## config.mk

```make
export PLATFORM = sky130hd
export DESIGN_NAME = id_ex_fwd_stage
export DESIGN_NICKNAME = d
export VERILOG_FILES = /design/src/rtl/mips_pipe_pkg.sv /design/src/rtl/id_ex_fwd_stage_fwd_sel.sv /design/src/rtl/id_ex_fwd_stage.sv
export SDC_FILE = /design/constraint.sdc
export NUM_CORES = 1
export LEC_CHECK = 0
export CORE_AREA = 2 2 137 139
export DETAILED_ROUTE_END_ITERATION = 10
export DIE_AREA = 0 0 139 141
export PLACE_DENSITY = 0.75
export SYNTH_ARGS = -nofsm -noshare
export SYNTH_HDL_FRONTEND = slang
export SYNTH_SLANG_ARGS = --single-unit
```

## constraint.sdc

```tcl
create_clock -name clk -period 2.13 [get_ports clk]
set_input_delay 0.426 -clock clk [delete_from_list [all_inputs] [get_ports clk]]
set_output_delay 0.426 -clock clk [all_outputs]
set_load 0.02 [all_outputs]
```

## src/rtl/mips_pipe_pkg.sv

```systemverilog
// Purpose : shared constants for the MIPS pipeline: control-bundle layout and
//           operand-forwarding select encodings.
// Latency : n/a (definitions only).
// Backpressure: n/a.
// Contents: CTRL_W, CTRL_* bit indices, FWD_* select codes, sat_inc32 helper.
package mips_pipe_pkg;

   // Control bundle, MSB first:
   // REG_WRITE, MEM_READ, MEM_WRITE, MEM_TO_REG, ALU_SRC, REG_DST, ALU_OP[3:0]
   localparam int CTRL_W          = 10;
   localparam int CTRL_REG_WRITE  = 9;
   localparam int CTRL_MEM_READ   = 8;
   localparam int CTRL_MEM_WRITE  = 7;
   localparam int CTRL_MEM_TO_REG = 6;
   localparam int CTRL_ALU_SRC    = 5;
   localparam int CTRL_REG_DST    = 4;
   localparam int CTRL_ALU_OP     = 0;   // LSB of the 4-bit ALU_OP field
   localparam int CTRL_ALU_OP_W   = 4;

   // EX operand mux selects; 2'b11 is never produced.
   localparam logic [1:0] FWD_REG = 2'b00;
   localparam logic [1:0] FWD_WB  = 2'b01;
   localparam logic [1:0] FWD_MEM = 2'b10;

   // Saturating increment for 32-bit event counters.
   function automatic logic [31:0] sat_inc32(input logic [31:0] v);
      return (v == 32'hFFFF_FFFF) ? v : v + 32'd1;
   endfunction

endpackage

```

## src/rtl/id_ex_fwd_stage_fwd_sel.sv

```systemverilog
// Purpose : forwarding-select generator for one EX operand; the EX/MEM stage
//           beats MEM/WB so the youngest producer wins. r0 never forwards.
// Latency : purely combinational.
// Backpressure: none.
// Ports   : valid (EX holds a real instr), src (EX source reg),
//           mem_dst/mem_we (EX/MEM writer), wb_dst/wb_we (MEM/WB writer),
//           sel (FWD_REG / FWD_WB / FWD_MEM).
module fwd_sel
   import mips_pipe_pkg::*;
#(
   parameter int REG_AW = 5
) (
   input  logic              valid,
   input  logic [REG_AW-1:0] src,
   input  logic [REG_AW-1:0] mem_dst,
   input  logic              mem_we,
   input  logic [REG_AW-1:0] wb_dst,
   input  logic              wb_we,
   output logic [1:0]        sel
);

   always_comb begin
      sel = FWD_REG;
      if (valid && mem_we && (mem_dst != '0) && (mem_dst == src)) begin
         sel = FWD_MEM;
      end else if (valid && wb_we && (wb_dst != '0) && (wb_dst == src)) begin
         sel = FWD_WB;
      end
   end

endmodule

```

## src/rtl/id_ex_fwd_stage.sv

```systemverilog
// Purpose : ID/EX pipeline register with EX forwarding selects and load-use
//           hazard detection (one-cycle front-end stall plus bubble).
// Latency : ID fields appear on ex_* one clock after sampling; fwd_a/fwd_b/stall
//           are combinational in the current cycle.
// Backpressure: stall holds PC and IF/ID for one cycle per load-use; flush wins
//           over stall and turns the ID instruction into a bubble.
// Config  : `WB_BYPASS_EN -- when defined, a same-cycle MEM/WB write to ID_RS/ID_RT
//           is captured instead of the register-file read data.
// Ports   : clk, rst_n (async, active low); id_* decoded instruction; flush;
//           mem_dst/mem_reg_write, wb_dst/wb_reg_write/wb_data (downstream
//           writers); ex_* registered operands/control; fwd_a/fwd_b; stall;
//           stall_cnt (saturating bubble count).
module id_ex_fwd_stage
   import mips_pipe_pkg::*;
#(
   parameter int DATA_W = 32,
   parameter int REG_AW = 5
) (
   input  logic              clk,
   input  logic              rst_n,
   input  logic              id_valid,
   input  logic [REG_AW-1:0] id_rs,
   input  logic [REG_AW-1:0] id_rt,
   input  logic [REG_AW-1:0] id_rd,
   input  logic [DATA_W-1:0] id_rs_data,
   input  logic [DATA_W-1:0] id_rt_data,
   input  logic [DATA_W-1:0] id_imm,
   input  logic [CTRL_W-1:0] id_ctrl,
   input  logic              flush,
   input  logic [REG_AW-1:0] mem_dst,
   input  logic              mem_reg_write,
   input  logic [REG_AW-1:0] wb_dst,
   input  logic              wb_reg_write,
   input  logic [DATA_W-1:0] wb_data,
   output logic              ex_valid,
   output logic [DATA_W-1:0] ex_rs_data,
   output logic [DATA_W-1:0] ex_rt_data,
   output logic [DATA_W-1:0] ex_imm,
   output logic [REG_AW-1:0] ex_rt,
   output logic [REG_AW-1:0] ex_dst,
   output logic [CTRL_W-1:0] ex_ctrl,
   output logic [1:0]        fwd_a,
   output logic [1:0]        fwd_b,
   output logic              stall,
   output logic [31:0]       stall_cnt
);

   logic [REG_AW-1:0] ex_rs;
   logic              load_use;
   logic [DATA_W-1:0] rs_cap;
   logic [DATA_W-1:0] rt_cap;

   // A load in EX cannot forward its result until it reaches MEM, so any ID
   // consumer of its destination must wait one cycle.
   assign load_use = ex_valid && ex_ctrl[CTRL_MEM_READ] && (ex_dst != '0) &&
                     id_valid && ((ex_dst == id_rs) || (ex_dst == id_rt));

   // A taken branch discards the ID instruction anyway; holding the front end
   // would only delay the redirect.
   assign stall = load_use && !flush;

`ifdef WB_BYPASS_EN
   // The register file returns stale data when read and written in the same
   // cycle, so take the writeback value directly.
   always_comb begin
      rs_cap = id_rs_data;
      rt_cap = id_rt_data;
      if (wb_reg_write && (wb_dst != '0) && (wb_dst == id_rs)) rs_cap = wb_data;
      if (wb_reg_write && (wb_dst != '0) && (wb_dst == id_rt)) rt_cap = wb_data;
   end
`else
   logic unused_wb_data;
   assign unused_wb_data = ^wb_data;
   assign rs_cap = id_rs_data;
   assign rt_cap = id_rt_data;
`endif

   always_ff @(posedge clk or negedge rst_n) begin
      if (!rst_n) begin
         ex_valid   <= 1'b0;
         ex_ctrl    <= '0;
         ex_rs_data <= '0;
         ex_rt_data <= '0;
         ex_imm     <= '0;
         ex_rs      <= '0;
         ex_rt      <= '0;
         ex_dst     <= '0;
         stall_cnt  <= '0;
      end else if (flush || load_use) begin
         // Bubble: data fields keep their old contents, only valid/ctrl matter.
         ex_valid <= 1'b0;
         ex_ctrl  <= '0;
         if (!flush) stall_cnt <= sat_inc32(stall_cnt);
      end else begin
         ex_valid   <= id_valid;
         ex_ctrl    <= id_ctrl;
         ex_rs_data <= rs_cap;
         ex_rt_data <= rt_cap;
         ex_imm     <= id_imm;
         ex_rs      <= id_rs;
         ex_rt      <= id_rt;
         ex_dst     <= id_ctrl[CTRL_REG_DST] ? id_rd : id_rt;
      end
   end

   fwd_sel #(.REG_AW(REG_AW)) u_fwd_a (
      .valid   (ex_valid),
      .src     (ex_rs),
      .mem_dst (mem_dst),
      .mem_we  (mem_reg_write),
      .wb_dst  (wb_dst),
      .wb_we   (wb_reg_write),
      .sel     (fwd_a)
   );

   fwd_sel #(.REG_AW(REG_AW)) u_fwd_b (
      .valid   (ex_valid),
      .src     (ex_rt),
      .mem_dst (mem_dst),
      .mem_we  (mem_reg_write),
      .wb_dst  (wb_dst),
      .wb_we   (wb_reg_write),
      .sel     (fwd_b)
   );

endmodule
```

==> reports/qor.csv, run 1 <==
metric,value,unit
Cells after DPL,1068,
global-route wire length before repair,29400,µm
"Slew Viols, Final",0,
Slew @ Worst Pin,0.596,ns
Sw Ratio,0.254,
WL met3,1310,µm
Final Hold Vio Count,4,
number of cell rows,50,
Tmin final,2.40,ns
routed vias,5288,
fmax,416,MHz
Synth top area share,0.598,
worst skew pair latency,0.41,ns
Clock Skew,0.00691,ns
Tightest Hold Check Type,in -> async,
Crit path max-delay family,simple AND/OR/NAND/NOR gates,
routed metal-1 wire length,7840,µm
critical path type,in -> out,
Post-Place Worst Slack,-0.954,ns
Combinational Power Share,0.205,
Max-Cap Viols,0,
final std cells w/o fill,1119,
CTS Buffer Depth,2,
Synth top cells by count,"154 x dfrtp_1, 106 x mux2_2, 40 x xor2_1",
Worst-path clk slew,0.06,ns
Root Buffer,clkbuf_16,
yosys synthesis warning count,0,
layout cells sized above 1,0.349,
"count leader, synth",dfrtp_1,
crit path launch,wb_dst[0],
RSZ-0062 raised after global routing,true,
Cells after Synth,475,
Slowest cell on crit path,or4_4,
gr ovfl total,0,
CTS tree,done,
worst path arrival time,1.98,ns
Sw Pwr,2.10,mW
mapped cell area,6440,µm²
critical-path cell list,"dlygate4sd2_1, buf_6, xor2_1, or4_4, nor4_4, buf_4",
drt total wl,19500,µm
Pleak,4.98,nW
synthesis-stage register bit count,154,
power density cells,718,nW/µm²
Setup WS post-layout,-0.274,ns
critical path launch point type,input port,
Syn Nets,645,
Unique masters post-synth,30,
Crit. path cell count,6,
IO Count,323,
"Seq/Total Area, Yosys",0.598,
worst-path maximum fanout,2,
"EDFF count, synth",0,
full die area,19600,µm²
pin count of the biggest net entering global routing,56,
Final GP Congestion,0.885,
Clock power frac,0.397,
DRC,0,
Critical Path Max Stage Delay,0.55,ns
Die H,141,µm
Iteration-0 DRC Markers,148,
Die W,139,µm
Antenna Nets Post-Route,0,
antenna violations before repair,0,
total power,8.27,mW
Hold Worst Slack,-0.0197,ns
cts hold-fix bufs,0,
WP data required,1.70,ns
Num CTS Buffers,17,
fin nets,1042,
"Avg Cell Area, Syn",13.6,µm²
Post-synth top flop,dfrtp_1,
core outline area,18300,µm²
vias per std cell,4.73,
largest area contributor in the netlist,dfrtp_1,
synth top area cells,"dfrtp_1 60%, mux2_2 19%, xor2_1 5.4%",
DRT Pass-1 Iters,4,
DR top layer,met4,
port bufs,290,
clk sinks,154,
P&R area growth vs syn,78.8,%
fillers,1432,
failing checks,"negative hold slack, negative setup slack",
worst r2r dst,stall_cnt[2],
P_int,6.16,mW
R2R Path Start,stall_cnt[11],
CP endpoint kind,output pin,
vias in the first global route,5558,
Detail Placement HPWL,13900,µm
WL/cell,17.4,µm
DR WL met2,9840,µm
n_diodes,0,
period utilisation layout,1.13,
"Setup violations, final",15,
Rel. slew slack,0.603,
worst path bufs/invs,3,
cells on worst reg2reg path,7,
Starting Density,0.353,
worst vdd ir,526,µV
Flop pwr share,0.398,
Reg2Reg Setup Slack,-0.06,ns
ys async rst share,1.00,
htree depth,4,
gr usage total,0.190,
status,"finished, violations left",
final cells by class:
class                           instances  area, µm²  area share
Multi-Input combinational cell        299       2830       0.246
Sequential cell                       154       3870       0.336
Timing Repair Buffer                  393       3860       0.335
Inverter                                7       26.3     0.00228
Clock inverter                         12        186      0.0162
Tap cell                              234        293      0.0254
Clock buffer                           20        457      0.0397
timing repair:
action	4_1_cts	5_1_grt
endpoints found under the setup margin	12	138
endpoints found under the hold margin	0	0
resized for setup	72	52
cloned	1	2
setup buffers	7	10
pin swaps	18	20
power by group through the flow:
stage               Sequential (mW)  Clock, mW  Combinational (mW)
finish                         3.29       3.28                1.69
global route                   3.32       3.49                1.79
CTS                            3.29       3.37                1.65
detailed placement             3.34          0                1.62
global placement               3.33          0                1.60
floorplan                      3.61          0               0.363
cells by family (layout without fill, tap and decap cells):
| kind of cell | count (synthesis) | count (layout) | synth area share |
|---|---|---|---|
| adders and majority gates | 1 | 1 | 0.00194 |
| muxes | 112 | 112 | 0.195 |
| buffers and inverters | 23 | 432 | 0.0175 |
| xor gates and xnor gates | 61 | 61 | 0.0830 |
| DFF | 154 | 154 | 0.598 |
| AOI/OAI and AO/OA | 11 | 11 | 0.0101 |
| and+or+nand+nor | 113 | 114 | 0.0942 |
registers in the layout (all words and copies together), names as in the netlist:
| name | count |
|---|---|
| ex_rs_data | 32 |
| ex_dst | 5 |
| ex_rt_data | 32 |
| ex_valid | 1 |
| ex_rt | 5 |
| ex_rs | 5 |
| stall_cnt | 32 |
| ex_ctrl | 10 |
| ex_imm | 32 |
worst reg2reg max path, delay by kind of cell, from the launching register on:
kind | cells | cell delay [ns]
buffers and inverters | 1 | 0.17
DFF | 1 | 0.35
xor gates and xnor gates | 1 | 0.14
and+or+nand+nor | 5 | 1.41
layer usage:
layer | vias to the layer above | GRT usage
li1 | 2477 | -
met4 | 0 | 0.0707
met2 | 195 | 0.319
met5 | - | 0
met3 | 36 | 0.0574
met1 | 2580 | 0.231
layout by cell type, fill, tap and decap left out, types with 7 or more instances in the layout:
cell type        count
nand3_1             11
nand4_1              9
mux2_2             106
buf_6               15
xnor2_1             14
dlygate4sd2_1        7
clkdlybuf4s50_1    269
and2_1              12
dfrtp_2             10
xor2_1              39
dfrtp_1            144
nor2_1              13
buf_4               85
clkbuf_16           19
buf_12               9
nor4_4               7
nor3_1              10
nand2_1             20
how the worst max path moves through the flow:
stage                         endpoint  slack, ns
after floorplan           stall_cnt[1]      -0.20
after global placement        fwd_b[0]      -0.95
after detailed placement      fwd_b[0]      -0.95
after CTS                     fwd_b[0]      -0.19
after global routing          fwd_a[0]      -0.34
final                         fwd_a[0]      -0.27
per-stage QoR:
stage / instance area [µm²] / utilization / TNS [ns]
finish: 11500 / 0.630 / -1.07
global route: 11500 / 0.630 / -2.10
CTS: 11100 / 0.610 / -0.717
detailed placement: 10400 / 0.567 / -54.52
global placement: 10400 / 0.567 / -52.43
floorplan: 6510 / - / -0.853
(Power assumes the default switching activity.)
==> run 2, diff against run 1 <==
--- a/config.mk
+++ b/config.mk
@@ -5,9 +5,9 @@
 export SDC_FILE = /design/constraint.sdc
 export NUM_CORES = 1
 export LEC_CHECK = 0
-export CORE_AREA = 2 2 137 139
+export CORE_AREA = 4 4 139 141
 export DETAILED_ROUTE_END_ITERATION = 10
-export DIE_AREA = 0 0 139 141
+export DIE_AREA = 0 0 143 145
 export PLACE_DENSITY = 0.75
 export SYNTH_ARGS = -nofsm -noshare
 export SYNTH_HDL_FRONTEND = slang
==> reports/qor.csv, run 2 (synthesized netlist as in run 1, its figures left out) <==
metric,value,unit
worst r2r dst,stall_cnt[3],
core outline area,18000,µm²
IO Count,323,
Pleak,4.87,nW
routed vias,5264,
Detail Placement HPWL,15300,µm
htree depth,4,
Rel. slew slack,0.663,
P_int,5.76,mW
pin count of the biggest net entering global routing,49,
most frequent cells in the layout,"269 x clkdlybuf4s50_1, 144 x dfrtp_1, 106 x mux2_2, 76 x buf_4, 40 x xor2_1",
Sw Pwr,2.22,mW
fmax,425,MHz
DRC,0,
DRT Pass-1 Iters,4,
"Setup violations, final",16,
CTS tree,done,
critical path type,in -> out,
Sw Ratio,0.278,
Clock power frac,0.377,
port bufs,290,
worst vdd ir,527,µV
Combinational Power Share,0.208,
Hold Path Stages,2,
final std cells w/o fill,1100,
Flop pwr share,0.414,
worst-path maximum fanout,2,
Post-DP Area,10200,µm²
"commonest non-fill, non-tap cell in the layout",clkdlybuf4s50_1,
drt total wl,20400,µm
number of cell rows,49,
n_diodes,0,
cells on worst reg2reg path,7,
Tightest Hold Check Type,in -> reg,
WP data required,1.70,ns
gr usage total,0.193,
WL/cell,18.6,µm
Worst Hold Launch,id_rs[0],
layout cells sized above 1,0.330,
Hold Path Sink,ex_rs[0],
vias per std cell,4.79,
Setup WS post-layout,-0.223,ns
Critical Path Max Stage Delay,0.51,ns
post-route design area,11200,µm²
power density cells,711,nW/µm²
P&R area growth vs syn,74.2,%
CP endpoint kind,output pin,
Final GP Congestion,0.922,
total power,7.98,mW
utilization after layout,0.625,
"Slew Viols, Final",0,
CTS Buffer Depth,2,
R2R Path Start,stall_cnt[4],
RSZ-0062 raised after global routing,true,
Root Buffer,clkbuf_16,
clk sinks,154,
Slowest cell on crit path,or4_1,
global-route wire length before repair,31300,µm
Antenna Nets Post-Route,0,
Clock Skew,0.0116,ns
critical-path cell list,"buf_6, or4_1, o211ai_1, buf_4, buf_6, nor4_4, nor4_2, buf_4",
status,"finished, violations left",
vias in the first global route,5829,
fin nets,1028,
Die H,145,µm
Worst-path clk slew,0.06,ns
antenna violations before repair,0,
Cells after DPL,1055,
Iteration-0 DRC Markers,197,
Slew @ Worst Pin,0.504,ns
Max-Cap Viols,0,
critical path launch point type,input port,
Final Hold Vio Count,0,
period utilisation layout,1.10,
Tmin final,2.35,ns
Die W,143,µm
setup TNS,-1.92,ns
Reg2Reg Setup Slack,-0.16,ns
worst path arrival time,1.93,ns
gr ovfl total,0,
Starting Density,0.359,
Num CTS Buffers,17,
full die area,20700,µm²
failing checks,negative setup slack,
worst skew pair latency,0.43,ns
run 2: cell count changes in the layout (fill, tap and decap cells not counted), moves of 3 or more:
cell / change
buf_4: -9
buf_12: -5
inv_8: +4
bufinv_16: -3
or4_1: +3
or4_4: -3
xnor2_2: +3
run 2: what timing repair did:
item                                    CTS  global route
hold buffers                              1             0
endpoints found under the hold margin    26             0
pin swaps                                20             9
buffers inserted                          8             3
gates cloned                              1             1
gates resized for setup                  75            35
endpoints found under the setup margin   35           123
run 2: area by class of cell:
class	instances	area, µm²
multi-input combinational	299	2770
timing repair buffer	379	3690
fill	1354	6740
clock inverter	15	159
tap	229	287
clock buffer	17	425
sequential	154	3870
inverter	7	26.3
run 2: worst max-delay path by stage:
stage / slack (ns) / cells after the start / start / endpoint
2_1_floorplan: -0.20 / 8 / stall_cnt[0] / stall_cnt[1]
3_3_place_gp: -0.89 / 5 / wb_dst[1] / fwd_b[0]
3_5_place_dp: -0.92 / 5 / wb_dst[1] / fwd_b[0]
4_1_cts: -0.24 / 8 / mem_dst[2] / fwd_b[0]
5_1_grt: -0.30 / 8 / mem_dst[2] / fwd_a[0]
6_report: -0.22 / 8 / mem_dst[2] / fwd_a[0]
run 2: metal layers:
layer | global-route usage | wire [µm]
met5 | 0 | 0
met4 | 0.0732 | 456
met3 | 0.0625 | 1740
met2 | 0.343 | 10800
met1 | 0.213 | 7410
run 2: power groups by stage:
stage | Sequential [mW] | Clock [mW] | Combinational (mW)
2_1_floorplan | 3.61 | 0 | 0.363
3_3_place_gp | 3.34 | 0 | 1.58
3_5_place_dp | 3.35 | 0 | 1.61
4_1_cts | 3.30 | 3.09 | 1.65
5_1_grt | 3.33 | 3.22 | 1.76
6_report | 3.30 | 3.01 | 1.66
run 2: worst max-delay path: cells and delay by family:
| kind | cells | cell delay, ns |
|---|---|---|
| AOI/OAI and AO/OA | 1 | 0.17 |
| and+or+nand+nor | 3 | 0.81 |
| buffers and inverters | 4 | 0.52 |
run 2: metrics by stage:
stage | hold WS, ns | setup WS [ns]
final | 0.333 | -0.223
after global routing | 0.332 | -0.295
after CTS | 0.445 | -0.236
after detailed placement | 0.334 | -0.923
after global placement | 0.331 | -0.893
after floorplan | 0.130 | -0.202
==> run 3, diff against run 2 <==
--- a/config.mk
+++ b/config.mk
@@ -8,7 +8,7 @@
 export CORE_AREA = 4 4 139 141
 export DETAILED_ROUTE_END_ITERATION = 10
 export DIE_AREA = 0 0 143 145
-export PLACE_DENSITY = 0.75
+export PLACE_DENSITY_LB_ADDON = 0.05
 export SYNTH_ARGS = -nofsm -noshare
 export SYNTH_HDL_FRONTEND = slang
 export SYNTH_SLANG_ARGS = --single-unit
==> reports/qor.csv, run 3 (synthesized netlist as in run 1, its figures left out) <==
metric,value,unit
antenna violations before repair,0,
Post-DP Area,10400,µm²
power density cells,691,nW/µm²
worst-path maximum fanout,2,
Slew @ Worst Pin,0.530,ns
Final Hold Vio Count,0,
layout cells sized above 1,0.367,
Rel. slew slack,0.646,
Hold Worst Slack,0.358,ns
Root Buffer,clkbuf_16,
Tightest Hold Check Type,in -> reg,
RSZ-0062 raised after global routing,true,
n_diodes,0,
Pleak,5.15,nW
R2R Path Start,stall_cnt[8],
CTS Buffer Depth,2,
Worst-path clk slew,0.07,ns
port bufs,290,
Setup WS post-layout,-0.225,ns
"Setup violations, final",15,
crit path launch,mem_dst[3],
Hold Path Stages,2,
total power,8.14,mW
Die H,145,µm
DRC,0,
cells on worst reg2reg path,7,
full die area,20700,µm²
utilization after layout,0.655,
Tmin final,2.35,ns
final std cells w/o fill,1123,
Crit path max-delay family,simple AND/OR/NAND/NOR gates,
worst path bufs/invs,4,
critical path type,in -> out,
critical-path cell list,"buf_6, or4_4, o211ai_1, buf_4, buf_6, nor4_4, nor4_2, buf_4",
Die W,143,µm
Slowest cell on crit path,or4_4,
Final GP Congestion,0.904,
fillers,1396,
core outline area,18000,µm²
DRT Pass-1 Iters,4,
Hold Path Sink,ex_rs[1],
drt total wl,21200,µm
Iteration-0 DRC Markers,195,
setup TNS,-0.831,ns
routed vias,5301,
period utilisation layout,1.11,
"commonest non-fill, non-tap cell in the layout",clkdlybuf4s50_1,
"Slew Viols, Final",0,
Num CTS Buffers,17,
fin nets,1052,
Antenna Nets Post-Route,0,
gr ovfl total,0,
P&R area growth vs syn,82.7,%
vias in the first global route,5907,
Cells after DPL,1065,
Starting Density,0.359,
Register Area,3870,µm²
CP endpoint kind,output pin,
most frequent cells in the layout,"266 x clkdlybuf4s50_1, 144 x dfrtp_1, 104 x mux2_2, 82 x buf_4, 40 x xor2_1",
Reg2Reg Setup Slack,-0.04,ns
Post-Place Worst Slack,-0.930,ns
critical path launch point type,input port,
clk sinks,154,
Worst Hold Launch,id_rs[1],
worst r2r dst,stall_cnt[7],
pin count of the biggest net entering global routing,64,
multi-input logic area,2920,µm²
Max-Cap Viols,0,
vias per std cell,4.72,
Critical Path Max Stage Delay,0.51,ns
number of cell rows,49,
worst path arrival time,1.93,ns
failing checks,negative setup slack,
htree depth,4,
gr usage total,0.194,
WL/cell,18.9,µm
fmax,425,MHz
global-route wire length before repair,31800,µm
Clock Skew,0.0106,ns
CTS tree,done,
status,"finished, violations left",
IO Count,323,
Detail Placement HPWL,15300,µm
WP data required,1.70,ns
post-route design area,11800,µm²
worst skew pair latency,0.42,ns
worst vdd ir,560,µV
run 3: area by class of cell:
cell class | instances | share of cell area
repair buffers | 404 | 0.346
flip-flops and latches | 154 | 0.329
multi-input cells | 298 | 0.248
clock buffers | 20 | 0.0380
well taps | 229 | 0.0243
clock inverters | 11 | 0.0125
inverters | 7 | 0.00223
run 3: repair_timing:
item / 4_1_cts / 5_1_grt
setup endpoints to repair: 22 / 95
resized for setup: 76 / 75
hold buffers: 1 / 0
hold endpoints to repair: 47 / 0
cloned: 0 / 9
buffers inserted: 15 / 4
pin swaps: 20 / 29
run 3: worst max-delay path by stage:
stage / to / slack (ns) / cells after the start
3_3_place_gp: fwd_b[0] / -0.90 / 6
4_1_cts: fwd_a[0] / -0.24 / 8
5_1_grt: fwd_a[0] / -0.26 / 8
6_report: fwd_a[0] / -0.22 / 8
2_1_floorplan: stall_cnt[1] / -0.20 / 8
3_5_place_dp: fwd_b[0] / -0.93 / 6
run 3: worst reg2reg max path, delay by kind of cell (launching register included):
family                    cells  cell delay [ns]
and+or+nand+nor               5             1.36
DFF                           1             0.36
buffers and inverters         1             0.18
xor gates and xnor gates      1             0.16
run 3: layer usage:
metal / GRT usage / vias to the layer above / wire [µm]
met5: 0 / - / 0
met1: 0.232 / 2589 / 8320
li1: - / 2482 / -
met3: 0.0675 / 39 / 1520
met2: 0.328 / 191 / 10800
met4: 0.0604 / 0 / 540
run 3: report_power, final:
group	internal (mW)	total, mW	switching, mW
clock network	1.87	3.07	1.20
logic	1.01	1.77	0.761
registers	3.16	3.30	0.141
